[config.mk]
export PLATFORM = sky130hd
export DESIGN_NAME = dbg_uart_loader_flat
export DESIGN_NICKNAME = d
export VERILOG_FILES = /design/src/rtl/dbg_uart_loader_if.sv /design/src/rtl/dbg_uart_loader.sv /design/src/flat_wrapper.sv
export SDC_FILE = /design/constraint.sdc
export NUM_CORES = 1
export LEC_CHECK = 0
export BUFFER_PORTS_ARGS = -buffer_cell sky130_fd_sc_hd__buf_4
export CAP_MARGIN = 20
export CORE_ASPECT_RATIO = 1.1
export CORE_UTILIZATION = 44
export CTS_BUF_LIST = sky130_fd_sc_hd__clkbuf_4
export DETAILED_ROUTE_END_ITERATION = 10
export PLACE_DENSITY = 0.66
export RECOVER_POWER = 50
export SYNTH_ARGS = -nofsm -noshare
export SYNTH_HDL_FRONTEND = slang
export SYNTH_SLANG_ARGS = --single-unit
[constraint.sdc]
create_clock -name clk -period 5.96 [get_ports clk]
set_clock_uncertainty 0.1 [all_clocks]
set_input_delay 0.894 -clock clk [delete_from_list [all_inputs] [get_ports clk]]
set_output_delay 0.894 -clock clk [all_outputs]
set_load 0.005 [all_outputs]
[src/rtl/dbg_uart_loader_if.sv]
// Byte-stream and debug-memory-port signals of the UART debug loader.
// master: the loader. slave: the UART engines and SoC debug port that it talks to.
interface dbg_uart_loader_if;
  logic [7:0]  rx_data;
  logic        rx_valid;
  logic [7:0]  tx_data;
  logic        tx_start;
  logic        tx_busy;
  logic        dbg_mem_op;
  logic [3:0]  dbg_wren;
  logic [31:0] dbg_adr;
  logic [31:0] dbg_do;
  logic [31:0] dbg_di;

  modport master (
    input  rx_data, rx_valid, tx_busy, dbg_di,
    output tx_data, tx_start, dbg_mem_op, dbg_wren, dbg_adr, dbg_do
  );

  modport slave (
    output rx_data, rx_valid, tx_busy, dbg_di,
    input  tx_data, tx_start, dbg_mem_op, dbg_wren, dbg_adr, dbg_do
  );
endinterface

[src/rtl/dbg_uart_loader.sv]
// UART command parser that masters the SoC debug memory port and controls CPU reset.
// Define DBG_LOADER_TIMEOUT_EN to abort a stalled frame after TIMEOUT idle cycles in ARGS.
module dbg_uart_loader #(
  parameter int unsigned MEM_WAIT = 2,
  parameter int unsigned TIMEOUT  = 1000000
) (
  input  logic               clk,
  input  logic               n_reset,
  output logic               cpu_n_reset,
  dbg_uart_loader_if.master  bus
);
  localparam logic [7:0] ACK = 8'h06;
  localparam logic [7:0] NAK = 8'h15;

  typedef enum logic [1:0] {IDLE, ARGS, MEM, RESP} state_t;

  state_t      state_q, state_d;
  logic [2:0]  cnt_q, cnt_d;
  logic        rd_q, rd_d;
  logic [31:0] adr_q, adr_d;
  logic [31:0] do_q, do_d;
  logic [31:0] resp_q, resp_d;
  logic [2:0]  left_q, left_d;
  logic [15:0] mem_cnt_q, mem_cnt_d;
  logic        cpu_q, cpu_d;
  logic [7:0]  tx_data_q, tx_data_d;
  logic        tx_start_q, tx_start_d;
  logic        guard_q, guard_d;
`ifdef DBG_LOADER_TIMEOUT_EN
  logic [31:0] idle_q, idle_d;
`endif

  always_comb begin
    state_d    = state_q;
    cnt_d      = cnt_q;
    rd_d       = rd_q;
    adr_d      = adr_q;
    do_d       = do_q;
    resp_d     = resp_q;
    left_d     = left_q;
    mem_cnt_d  = mem_cnt_q;
    cpu_d      = cpu_q;
    tx_data_d  = tx_data_q;
    tx_start_d = 1'b0;
    // The transmitter may not raise busy until a cycle after it sees tx_start.
    guard_d    = tx_start_q;
`ifdef DBG_LOADER_TIMEOUT_EN
    idle_d     = 32'd0;
`endif
    case (state_q)
      IDLE: begin
        cnt_d = 3'd0;
        if (bus.rx_valid) begin
          left_d = 3'd1;
          state_d = RESP;
          case (bus.rx_data)
            8'h57: begin rd_d = 1'b0; state_d = ARGS; end
            8'h52: begin rd_d = 1'b1; state_d = ARGS; end
            8'h48: begin cpu_d = 1'b0; resp_d = {24'h0, ACK}; end
            8'h47: begin cpu_d = 1'b1; resp_d = {24'h0, ACK}; end
            default: resp_d = {24'h0, NAK};
          endcase
        end
      end
      ARGS: begin
        if (bus.rx_valid) begin
          if (cnt_q[2]) do_d[8*cnt_q[1:0] +: 8] = bus.rx_data;
          else          adr_d[8*cnt_q[1:0] +: 8] = bus.rx_data;
          cnt_d = cnt_q + 3'd1;
          if ((rd_q && cnt_q == 3'd3) || cnt_q == 3'd7) begin
            cnt_d     = 3'd0;
            mem_cnt_d = 16'd0;
            state_d   = MEM;
          end
        end
`ifdef DBG_LOADER_TIMEOUT_EN
        else begin
          idle_d = idle_q + 32'd1;
          if (idle_d >= 32'(TIMEOUT)) begin
            idle_d  = 32'd0;
            cnt_d   = 3'd0;
            state_d = IDLE;
          end
        end
`endif
      end
      MEM: begin
        mem_cnt_d = mem_cnt_q + 16'd1;
        if (mem_cnt_q == 16'(MEM_WAIT - 1)) begin
          state_d = RESP;
          if (rd_q) begin
            resp_d = bus.dbg_di;
            left_d = 3'd4;
          end else begin
            resp_d = {24'h0, ACK};
            left_d = 3'd1;
          end
        end
      end
      RESP: begin
        if (!tx_start_q && !guard_q) begin
          if (left_q == 3'd0) begin
            state_d = IDLE;
          end else if (!bus.tx_busy) begin
            tx_start_d = 1'b1;
            tx_data_d  = resp_q[7:0];
            resp_d     = resp_q >> 8;
            left_d     = left_q - 3'd1;
          end
        end
      end
      default: state_d = IDLE;
    endcase
  end

  always_ff @(posedge clk or negedge n_reset) begin
    if (!n_reset) begin
      state_q    <= IDLE;
      cnt_q      <= 3'd0;
      rd_q       <= 1'b0;
      adr_q      <= 32'd0;
      do_q       <= 32'd0;
      resp_q     <= 32'd0;
      left_q     <= 3'd0;
      mem_cnt_q  <= 16'd0;
      cpu_q      <= 1'b0;
      tx_data_q  <= 8'd0;
      tx_start_q <= 1'b0;
      guard_q    <= 1'b0;
`ifdef DBG_LOADER_TIMEOUT_EN
      idle_q     <= 32'd0;
`endif
    end else begin
      state_q    <= state_d;
      cnt_q      <= cnt_d;
      rd_q       <= rd_d;
      adr_q      <= adr_d;
      do_q       <= do_d;
      resp_q     <= resp_d;
      left_q     <= left_d;
      mem_cnt_q  <= mem_cnt_d;
      cpu_q      <= cpu_d;
      tx_data_q  <= tx_data_d;
      tx_start_q <= tx_start_d;
      guard_q    <= guard_d;
`ifdef DBG_LOADER_TIMEOUT_EN
      idle_q     <= idle_d;
`endif
    end
  end

  assign bus.dbg_mem_op = (state_q == MEM);
  assign bus.dbg_wren   = (state_q == MEM && !rd_q) ? 4'hF : 4'h0;
  assign bus.dbg_adr    = adr_q;
  assign bus.dbg_do     = do_q;
  assign bus.tx_data    = tx_data_q;
  assign bus.tx_start   = tx_start_q;
  assign cpu_n_reset    = cpu_q;
endmodule

[src/flat_wrapper.sv]
// flat-port wrapper written by rule: the top's interface ports become plain ports
module dbg_uart_loader_flat 
#(
  parameter int unsigned MEM_WAIT = 2,
  parameter int unsigned TIMEOUT  = 1000000
)
  (clk, n_reset, cpu_n_reset, bus_rx_data, bus_rx_valid, bus_tx_busy, bus_dbg_di, bus_tx_data, bus_tx_start, bus_dbg_mem_op, bus_dbg_wren, bus_dbg_adr, bus_dbg_do);
  dbg_uart_loader_if bus_i ();
  input  logic clk;
  input  logic n_reset;
  output logic cpu_n_reset;
  input wire logic [$bits(bus_i.rx_data)-1:0] bus_rx_data;
  input wire logic [$bits(bus_i.rx_valid)-1:0] bus_rx_valid;
  input wire logic [$bits(bus_i.tx_busy)-1:0] bus_tx_busy;
  input wire logic [$bits(bus_i.dbg_di)-1:0] bus_dbg_di;
  output wire logic [$bits(bus_i.tx_data)-1:0] bus_tx_data;
  output wire logic [$bits(bus_i.tx_start)-1:0] bus_tx_start;
  output wire logic [$bits(bus_i.dbg_mem_op)-1:0] bus_dbg_mem_op;
  output wire logic [$bits(bus_i.dbg_wren)-1:0] bus_dbg_wren;
  output wire logic [$bits(bus_i.dbg_adr)-1:0] bus_dbg_adr;
  output wire logic [$bits(bus_i.dbg_do)-1:0] bus_dbg_do;
  assign bus_i.rx_data = bus_rx_data;
  assign bus_i.rx_valid = bus_rx_valid;
  assign bus_i.tx_busy = bus_tx_busy;
  assign bus_i.dbg_di = bus_dbg_di;
  assign bus_tx_data = bus_i.tx_data;
  assign bus_tx_start = bus_i.tx_start;
  assign bus_dbg_mem_op = bus_i.dbg_mem_op;
  assign bus_dbg_wren = bus_i.dbg_wren;
  assign bus_dbg_adr = bus_i.dbg_adr;
  assign bus_dbg_do = bus_i.dbg_do;
  dbg_uart_loader #(.MEM_WAIT(MEM_WAIT), .TIMEOUT(TIMEOUT)) u_core (.clk(clk), .n_reset(n_reset), .cpu_n_reset(cpu_n_reset), .bus(bus_i));
endmodule
==> metrics.md, run 1 <==
| Metric | Value |
|---|---|
| CP Max Fanout | `76` |
| Synthesized area | `6110 µm²` |
| Detail Route Antenna Nets | `0` |
| Max-cap viol count | `1` |
| Initial Util | `45.7%` |
| Starting DRT DRC Count | `290` |
| P&R area growth vs syn | `22.6%` |
| CP max stage delay | `2150 ps` |
| Async set-reset flop share out of synthesis | `100%` |
| Max-Slew Margin vs Limit | `-96.6%` |
| Clk root buf | `clkbuf_4` |
| Worst reg-to-reg path cell count | `8` |
| Final worst slack | `2060 ps` |
| First-pass GRT wire length | `23300 µm` |
| Synth area leader | `dfrtp_1` |
| IO buf count | `122` |
| Clock transition at path regs | `110 ps` |
| Grt met1 use | `28.3%` |
| Post-Route WL | `13700 µm` |
| Number of global-route vias before repair | `4574` |
| Endpoints failing hold | `0` |
| Main flop type after synthesis | `dfrtp_1` |
| Syn_nets | `647` |
| Rows | `44` |
| Hold path depth | `0` |
| Ports | `123` |
| Unrepaired setup endpoints after global routing | `no` |
| Critical Path AT | `3810 ps` |
| Die Wd | `114 µm` |
| Nets | `761` |
| Syn Inst Count | `587` |
| P per Cell Area | `418 nW/µm²` |
| Worst vdd ir | `0.224 mV` |
| CP delay by family, top | `buffers and inverters` |
| Post-CTS Setup Bufs | `0` |
| Hold Path End | `u_core.guard_q` |
| Slew at the pin with the worst max-slew slack | `2950 ps` |
| Synth Area in XOR/XNOR | `1.29%` |
| Met3 GRT Util | `5.67%` |
| Post-synthesis compound-gate area fraction | `13.3%` |
| Vias/cell | `5.11` |
| Leak | `3.58 nW` |
| Post-layout minimum cycle time | `3900 ps` |
| Setup TNS | `0 ps` |
| CTS Hold Buffers Added | `0` |
| Critical Path Sink Type | `async pin` |
| Total grt overflow | `0` |
| Mux share of post-synthesis cell area | `9.07%` |
| Ratio of cells with drive above 1 in the final layout | `26.9%` |
| R2r endpoint | `u_core.resp_q[1]` |
| RePlAce Congestion | `0.801` |
| Worst-Skew Late Latency | `530 ps` |
| Largest family of logic cells by synthesized area | `simple AND/OR/NAND/NOR gates` |
| Initial antenna violation count | `0` |
| Class of the worst hold path | `flop to flop` |
| Register area share after synthesis | `54.1%` |
| Die Span Y | `126 µm` |
| Synth top area cells | `dfrtp_1 54%, nand2_1 7.7%, o21ai_0 6.5%, mux2_4 5.4%, a22o_1 3.3%` |
| Final period utilization | `65.5%` |
| Violated checks | `max-capacitance violations, max-slew violations` |
| Status | `complete, but fails checks` |
| Top-area cell type share of the netlist area | `54.1%` |
| Distinct cells, synth | `48` |
| Pre-antenna DRT Iters | `6` |
| WP data required | `5870 ps` |
| CP Class | `input pin to async pin` |
| CTS tree | `yes` |
| Dpl ws | `2730 ps` |
| R2R setup slack | `2860 ps` |
| Num CTS Buffers | `17` |
| Largest net degree at the start of global routing | `77` |
| Global routing's busiest layer | `met2` |
| DP HPWL | `9750 µm` |
| Vias | `4593` |
| Yosys warns | `0` |
| Final-report setup violation count | `0` |
| Drt drc | `0` |
| Core area | `13400 µm²` |
| Antenna diodes | `0` |
| Crit-path cells | `buf_4 -> clkbuf_1` |
| Post-synth EDFFs | `0` |
| Post-synthesis simple-gate area fraction | `14.9%` |
| Post-cts resize count | `0` |
| Adder-cell share of the synthesized area | `3.28%` |
| WL/cell | `15.3 µm` |
| Synthesized area per cell | `10.4 µm²` |
| Hold_sp | `u_core.bus.tx_start` |
| GR Util met2 | `31.9%` |
| Fmax | `256 MHz` |
| Pwr Total | `3.13 mW` |
| Most common cell after layout, fill and taps aside | `dfrtp_1` |
| Register bit total from synthesis | `132` |
| Clock buffer depth | `2` |
| # H-tree levels | `4` |
| Buf/Inv on CP | `2` |
| Worst R2R Start | `u_core.state_q[0]` |
| Most frequent cells in the layout | `132 x dfrtp_1, 125 x nand2_1, 91 x buf_4` |
| Max Transition Viols Final | `58` |
| Full die area | `14400 µm²` |
| Tot GR Track Use | `20.9%` |
| Clock sink total | `132` |
| CP max stage cell | `clkbuf_1` |
| Startpoint type of the worst setup path | `input pin` |
## layout make-up
cell class	instances	area, µm²
fillers	1188	5890
flip-flops and latches	132	3300
multi-input cells	399	2560
repair buffers	126	958
well taps	184	230
clock inverters	14	208
clock buffers	18	135
inverters	25	93.8
## stage by stage
| step | utilization [%] | instance area, µm² | cells | hold slack (ps) |
|---|---|---|---|---|
| after floorplan | - | 6110 | 587 | 304 |
| after global placement | 53.2 | 7120 | 864 | 366 |
| after detailed placement | 53.3 | 7140 | 865 | 356 |
| after CTS | 55.9 | 7480 | 897 | 388 |
| after global routing | 56.0 | 7490 | 898 | 385 |
| final | 56.0 | 7490 | 898 | 376 |
## layer usage
layer,share of wire [%],vias up
met1,47,2214
met2,48,111
met5,0,-
met3,4.7,12
met4,1.1,0
li1,-,2256
## worst max-delay path by stage
stage	start	to	cells after the start
2_1_floorplan	bus_rx_data[0]	u_core.resp_q[4]	6
3_3_place_gp	u_core.state_q[0]	u_core.resp_q[0]	7
3_5_place_dp	u_core.state_q[0]	u_core.resp_q[1]	7
4_1_cts	u_core.state_q[0]	bus_dbg_wren[1]	5
5_1_grt	n_reset	u_core.bus.tx_start	2
6_report	n_reset	u_core.bus.dbg_do[30]	2
## power by group
| part | switching (mW) | total [mW] | internal (mW) |
|---|---|---|---|
| combinational | 0.646 | 1.24 | 0.596 |
| clock | 0.334 | 0.711 | 0.378 |
| sequential | 0.116 | 1.18 | 1.06 |
## sequential cells by signal, summed over array words and instances, names as in the netlist
signal	count
u_core.cnt_q	3
u_core.resp_q	32
u_core.bus.tx_data	8
u_core.cpu_n_reset	1
u_core.bus.dbg_adr	32
u_core.bus.tx_start	1
u_core.bus.dbg_do	32
u_core.mem_cnt_q	16
u_core.guard_q	1
u_core.state_q	2
u_core.left_q	3
u_core.rd_q	1
## cell families after synthesis
kind of cell,Yosys count
muxes,43
adders and majority gates,16
AOI/OAI and AO/OA,125
xor gates and xnor gates,9
and+or+nand+nor,206
DFF,132
buffers and inverters,56
## cells in the mapped netlist, drive strengths merged (6+ instances only)
master / number
ha: 16
nand3: 12
nor2: 20
o21ai: 79
mux2i: 10
nand4: 6
nor4: 8
clkbuf: 22
nand2: 125
nor3: 13
buf: 9
xnor2: 8
a22o: 23
inv: 25
dfrtp: 132
mux2: 33
(Power assumes the default switching activity.)
==> inputs of run 2 (changes only) <==
--- a/config.mk
+++ b/config.mk
@@ -11,7 +11,7 @@
 export CORE_UTILIZATION = 44
 export CTS_BUF_LIST = sky130_fd_sc_hd__clkbuf_4
 export DETAILED_ROUTE_END_ITERATION = 10
-export PLACE_DENSITY = 0.66
+export PLACE_DENSITY = 0.69
 export RECOVER_POWER = 50
 export SYNTH_ARGS = -nofsm -noshare
 export SYNTH_HDL_FRONTEND = slang
==> constraint.sdc (replaced) <==
create_clock -name clk -period 3.4 [get_ports clk]
set_clock_uncertainty 0.1 [all_clocks]
set_input_delay 0.51 -clock clk [delete_from_list [all_inputs] [get_ports clk]]
set_output_delay 0.51 -clock clk [all_outputs]
set_load 0.005 [all_outputs]
==> metrics.md, run 2 (synthesis gave the netlist of run 1 again) <==
| Metric | Value |
|---|---|
| Max-Slew Margin vs Limit | `-8.74% (was -96.6%)` |
| Clock sink total | `132 (unchanged)` |
| CP max stage delay | `600 ps (was 2150 ps)` |
| Combinational power share | `40.7% (was 39.7%)` |
| Most frequent cells in the layout | `132 x dfrtp_1, 125 x nand2_1, 88 x buf_4 (was 132 x dfrtp_1, 125 x nand2_1, 91 x buf_4)` |
| Global routing's busiest layer | `met2 (unchanged)` |
| Sw Ratio | `36.1% (was 35.0%)` |
| Status | `complete, but fails checks (unchanged)` |
| Fmax | `369 MHz` |
| Clk root buf | `clkbuf_4 (unchanged)` |
| Pre-antenna DRT Iters | `4 (was 6)` |
| Initial antenna violation count | `0 (unchanged)` |
| Endpoints failing hold | `0 (unchanged)` |
| Clock transition at path regs | `110 ps (about the same)` |
| Startpoint type of the worst setup path | `flop (was input pin)` |
| Post-Route WL | `13800 µm (was 13700 µm)` |
| Critical Path Sink Type | `flop (was async pin)` |
| CTS tree | `yes (unchanged)` |
| Ratio of cells with drive above 1 in the final layout | `27.0% (was 26.9%)` |
| Met3 GRT Util | `5.43% (was 5.67%)` |
| WP data required | `3710 ps (was 5870 ps)` |
| Final-report setup violation count | `0 (unchanged)` |
| CP Class | `flop to flop (was input pin to async pin)` |
| Nets | `764 (was 761)` |
| Vias | `4690 (was 4593)` |
| # H-tree levels | `4 (unchanged)` |
| DP HPWL | `9920 µm (was 9750 µm)` |
| P&R area growth vs syn | `22.0% (was 22.6%)` |
| Post-layout minimum cycle time | `2710 ps` |
| Ports | `123 (unchanged)` |
| WL/cell | `15.4 µm (was 15.3 µm)` |
| Clock buffer depth | `2 (unchanged)` |
| Final period utilization | `79.6%` |
| Grt met1 use | `27.8% (was 28.3%)` |
| Leak | `3.56 nW (was 3.58 nW)` |
| Most common cell after layout, fill and taps aside | `dfrtp_1 (unchanged)` |
| Die Span Y | `126 µm (unchanged)` |
| Max Transition Viols Final | `65 (was 58)` |
| Die Wd | `114 µm (unchanged)` |
| Number of global-route vias before repair | `4723 (was 4574)` |
| Multi-input logic area | `2560 µm² (unchanged)` |
| GR Util met2 | `32.4% (was 31.9%)` |
| Slew at the pin with the worst max-slew slack | `1630 ps (was 2950 ps)` |
| Final core occ | `55.7% (was 56.0%)` |
| Detail Route Antenna Nets | `0 (unchanged)` |
| Worst-Skew Late Latency | `530 ps (about the same)` |
| Total grt overflow | `0 (unchanged)` |
| Vias/cell | `5.21 (was 5.11)` |
| Net Sw Power | `1.92 mW (was 1.10 mW)` |
| Internal power | `3.40 mW (was 2.03 mW)` |
| IO buf count | `122 (unchanged)` |
| Rows | `44 (unchanged)` |
| CP max stage cell | `a2111oi_4 (was clkbuf_1)` |
| Class of the worst hold path | `input pin to flop (was flop to flop)` |
| Starting DRT DRC Count | `246 (was 290)` |
| Filler cells | `1187 (was 1188)` |
| Most used cell along the critical path | `inv_1` |
| CP Max Fanout | `19 (was 76)` |
| Initial Util | `45.7% (unchanged)` |
| Max-cap viol count | `1 (unchanged)` |
| Critical Path AT | `3020 ps (was 3810 ps)` |
| Largest net degree at the start of global routing | `69 (was 77)` |
| Antenna diodes | `0 (unchanged)` |
| Seq. cell area | `3300 µm² (unchanged)` |
| Unrepaired setup endpoints after global routing | `no (unchanged)` |
| Setup TNS | `0 ps (unchanged)` |
| Full die area | `14400 µm² (unchanged)` |
| Sequential power share | `38.9% (was 37.6%)` |
| Violated checks | `max-capacitance violations, max-slew violations (unchanged)` |
| Post-CTS Setup Bufs | `0 (unchanged)` |
| Crit-path cells | `inv_1 -> ha_1 -> inv_1 -> a41oi_1 -> a2111oi_4 -> o41ai_4 -> buf_4 -> mux2_4 (was buf_4 -> clkbuf_1)` |
| Num CTS Buffers | `17 (unchanged)` |
| Core area | `13400 µm² (unchanged)` |
| First-pass GRT wire length | `23300 µm (about the same)` |
| RePlAce Congestion | `0.806 (was 0.801)` |
| P per Cell Area | `714 nW/µm² (was 418 nW/µm²)` |
| WHS | `118 ps (was 376 ps)` |
| Drt drc | `0 (unchanged)` |
| Worst vdd ir | `0.491 mV (was 0.224 mV)` |
| Part of the power in the clock network | `20.4% (was 22.7%)` |
| Tot GR Track Use | `20.7% (was 20.9%)` |
## run 2: through the flow
step           cell area (µm²)  cells  worst slack, ps  total power, mW
2_1_floorplan             6110    587             1030             3.70
3_3_place_gp              7160    868              814             4.20
3_5_place_dp              7160    868              701             4.28
4_1_cts                   7470    900              647             5.38
5_1_grt                   7450    900              520             5.68
6_report                  7450    900              693             5.32
## run 2: final timing paths
kind | startpoint | to | slack [ps] | depth (start not counted)
min in group asynchronous | n_reset | u_core.resp_q[29] | 800 | 2
min | bus_dbg_di[26] | u_core.resp_q[26] | 120 | 3
max in group asynchronous | n_reset | u_core.bus.tx_data[7] | 1330 | 3
max reg2reg | u_core.state_q[0] | u_core.resp_q[17] | 690 | 8
min reg2reg | u_core.bus.dbg_adr[17] | u_core.bus.dbg_adr[17] | 390 | 2
max | u_core.state_q[0] | u_core.resp_q[17] | 690 | 8
## run 2: worst max-delay path, delay by kind of cell, from the launching register on
| kind | cells | cell delay (ps) |
|---|---|---|
| compound gates | 3 | 940 |
| buf+inv | 3 | 580 |
| flops | 1 | 420 |
| mux | 1 | 330 |
| fa+ha+maj | 1 | 210 |
## run 2: final cells by class
| type | instances | share of cell area [%] |
|---|---|---|
| Clock buffer | 18 | 1.81 |
| Tap cell | 184 | 3.09 |
| Sequential cell | 132 | 44.3 |
| Clock inverter | 13 | 2.15 |
| Inverter | 25 | 1.26 |
| Multi-Input combinational cell | 399 | 34.4 |
| Timing Repair Buffer | 129 | 13.0 |
## run 2: metal layers
metal / routed length, µm / up-vias
li1: - / 2277
met4: 229 / 0
met2: 6610 / 127
met5: 0 / -
met1: 6360 / 2268
met3: 651 / 18
## run 2: power by group through the flow
| stage | Sequential, mW | Clock (mW) | Combinational, mW |
|---|---|---|---|
| global placement | 2.08 | 0 | 2.11 |
| CTS | 2.07 | 1.12 | 2.19 |
| detailed placement | 2.10 | 0 | 2.18 |
| floorplan | 2.04 | 0 | 1.66 |
| global route | 2.10 | 1.18 | 2.39 |
| finish | 2.07 | 1.09 | 2.17 |
## run 2: timing repair
action	CTS	global route
hold buffers	1	0
hold endpoints to repair	64	0
resized for setup	0	0
==> inputs of run 3 (changes only) <==
==> constraint.sdc (replaced) <==
create_clock -name clk -period 2.3 [get_ports clk]
set_clock_uncertainty 0.1 [all_clocks]
set_input_delay 0.345 -clock clk [delete_from_list [all_inputs] [get_ports clk]]
set_output_delay 0.345 -clock clk [all_outputs]
set_load 0.005 [all_outputs]
==> metrics.md, run 3 (synthesis gave the netlist of run 1 again) <==
| Metric | Value |
|---|---|
| Clock transition at path regs | `120 ps (was 110 ps)` |
| Worst vdd ir | `0.596 mV (was 0.491 mV)` |
| Setup TNS | `-541 ps (was 0 ps)` |
| Post-layout minimum cycle time | `2340 ps (was 2710 ps)` |
| Max-Slew Margin vs Limit | `44.4% (was -8.74%)` |
| Most common cell after layout, fill and taps aside | `buf_4 (was dfrtp_1)` |
| Largest net degree at the start of global routing | `63 (was 69)` |
| Rows | `44 (unchanged)` |
| Core area | `13400 µm² (unchanged)` |
| Num CTS Buffers | `17 (unchanged)` |
| Placed Area | `7520 µm² (was 7160 µm²)` |
| Status | `complete, but fails checks (unchanged)` |
| R2R setup slack | `-40 ps (was 690 ps)` |
| Vias | `5020 (was 4690)` |
| WL/cell | `15.8 µm (was 15.4 µm)` |
| Die Span Y | `126 µm (unchanged)` |
| Number of global-route vias before repair | `5040 (was 4723)` |
| Slew at the pin with the worst max-slew slack | `834 ps (was 1630 ps)` |
| Max-cap viol count | `0 (was 1)` |
| Buf/Inv on CP | `1 (was 3)` |
| Startpoint type of the worst setup path | `flop (unchanged)` |
| WP data required | `2640 ps (was 3710 ps)` |
| CP delay by family, top | `compound AO/OA/AOI/OAI gates (unchanged)` |
| First-pass GRT wire length | `24800 µm (was 23300 µm)` |
| Unrepaired setup endpoints after global routing | `yes (was no)` |
| Dpl ws | `-121 ps (was 701 ps)` |
| Ratio of cells with drive above 1 in the final layout | `33.0% (was 27.0%)` |
| Max Transition Viols Final | `0 (was 65)` |
| Critical Path AT | `2680 ps (was 3020 ps)` |
| Initial Util | `45.7% (unchanged)` |
| Worst path depth | `6 (was 8)` |
| RePlAce Congestion | `0.852 (was 0.806)` |
| CP max stage cell | `dfrtp_1 (was a2111oi_4)` |
| Worst R2R Start | `u_core.mem_cnt_q[11] (was u_core.state_q[0])` |
| Vias/cell | `5.18 (was 5.21)` |
| R2r endpoint | `u_core.resp_q[15] (was u_core.resp_q[17])` |
| Final core occ | `61.1% (was 55.7%)` |
| CP max stage delay | `430 ps (was 600 ps)` |
| CP endpoint | `u_core.resp_q[15] (was u_core.resp_q[17])` |
| Detail Route Antenna Nets | `0 (unchanged)` |
| Starting DRT DRC Count | `305 (was 246)` |
| Nets | `832 (was 764)` |
| Final worst slack | `-39.8 ps (was 693 ps)` |
| # H-tree levels | `4 (unchanged)` |
| Fin area | `8170 µm² (was 7450 µm²)` |
| Final-report setup violation count | `21 (was 0)` |
| Fmax | `427 MHz (was 369 MHz)` |
| Critical Path Sink Type | `flop (unchanged)` |
| Endpoints failing hold | `0 (unchanged)` |
| Full die area | `14400 µm² (unchanged)` |
| Most frequent cells in the layout | `147 x buf_4, 131 x dfrtp_1, 125 x nand2_1 (was 132 x dfrtp_1, 125 x nand2_1, 88 x buf_4)` |
| Clock sink total | `132 (unchanged)` |
| Tot GR Track Use | `22.4% (was 20.7%)` |
| WHS | `47.0 ps (was 118 ps)` |
| CP startpoint | `u_core.mem_cnt_q[11] (was u_core.state_q[0])` |
| P per Cell Area | `1050 nW/µm² (was 714 nW/µm²)` |
| Final period utilization | `102% (was 79.6%)` |
| Post-Route WL | `15300 µm (was 13800 µm)` |
| CP Class | `flop to flop (unchanged)` |
| Drt drc | `0 (unchanged)` |
| Post-route insts no fill | `969 (was 900)` |
| Ports | `123 (unchanged)` |
| Clock buffer depth | `2 (unchanged)` |
| Initial antenna violation count | `1 (was 0)` |
| IO buf count | `122 (unchanged)` |
| Class of the worst hold path | `input pin to flop (unchanged)` |
| CTS tree | `yes (unchanged)` |
| Pwr Total | `8.57 mW (was 5.32 mW)` |
| Pre-antenna DRT Iters | `4 (unchanged)` |
| Worst-Skew Late Latency | `550 ps (was 530 ps)` |
| Worst reg-to-reg path cell count | `6 (was 8)` |
| Crit-path cells | `nor4_4 -> a41oi_2 -> a2111oi_4 -> o41ai_4 -> buf_6 -> mux2_4 (was inv_1 -> ha_1 -> inv_1 -> a41oi_1 -> a2111oi_4 -> o41ai_4 -> buf_4 -> mux2_4)` |
| # placed instances | `907 (was 868)` |
| Violated checks | `negative setup slack (was max-capacitance violations, max-slew violations)` |
| DP HPWL | `10600 µm (was 9920 µm)` |
| Die Wd | `114 µm (unchanged)` |
| Leak | `3.95 nW (was 3.56 nW)` |
| Total grt overflow | `0 (unchanged)` |
| Clk root buf | `clkbuf_4 (unchanged)` |
| CP Max Fanout | `15 (was 19)` |
| P&R area growth vs syn | `33.7% (was 22.0%)` |
## run 3: area by class of cell
cell class	count	area, µm²
fill	1136	5210
inverter	25	93.8
timing repair buffer	197	1570
clock inverter	14	163
clock buffer	17	128
antenna	1	2.50
multi-input combinational	399	2680
tap	184	230
sequential	132	3300
## run 3: worst min-delay path by stage
stage	to	slack (ps)	startpoint	cells after the start
5_1_grt	u_core.resp_q[3]	10	bus_dbg_di[3]	3
3_3_place_gp	u_core.bus.dbg_adr[16]	120	n_reset	1
2_1_floorplan	u_core.bus.dbg_adr[0]	-50	n_reset	0
4_1_cts	u_core.resp_q[17]	2	bus_dbg_di[17]	3
3_5_place_dp	u_core.bus.dbg_adr[16]	120	n_reset	1
6_report	u_core.resp_q[3]	50	bus_dbg_di[3]	3
## run 3: report_power, final
part	leakage [nW]	total, mW	internal, mW	switching [mW]
logic	2.03	3.95	2.01	1.94
clock network	0.141	1.59	0.738	0.850
registers	1.77	3.03	2.75	0.284
total	3.95	8.57	5.50	3.07
## run 3: what timing repair did
item | 4_1_cts | 5_1_grt
setup buffers | 4 | 4
gates resized for setup | 5 | 13
setup endpoints to repair | 33 | 43
endpoints found under the hold margin | 152 | 0
cloned | 0 | 2
pin swaps | 2 | 5
hold buffers | 20 | 0
## run 3: layer usage
layer	vias up	global-route usage, %	wire [µm]	share of wire (%)
met4	0	8.48	265	1.7
met3	25	5.28	724	4.7
met2	148	38.4	7900	52
met5	-	0	0	0
met1	2442	27.2	6380	42
li1	2405	-	-	-
## run 3: worst min-delay path, cell delays in order
cell	delay (ps)
buf_4	80
a22o_1	100
mux2_4	130
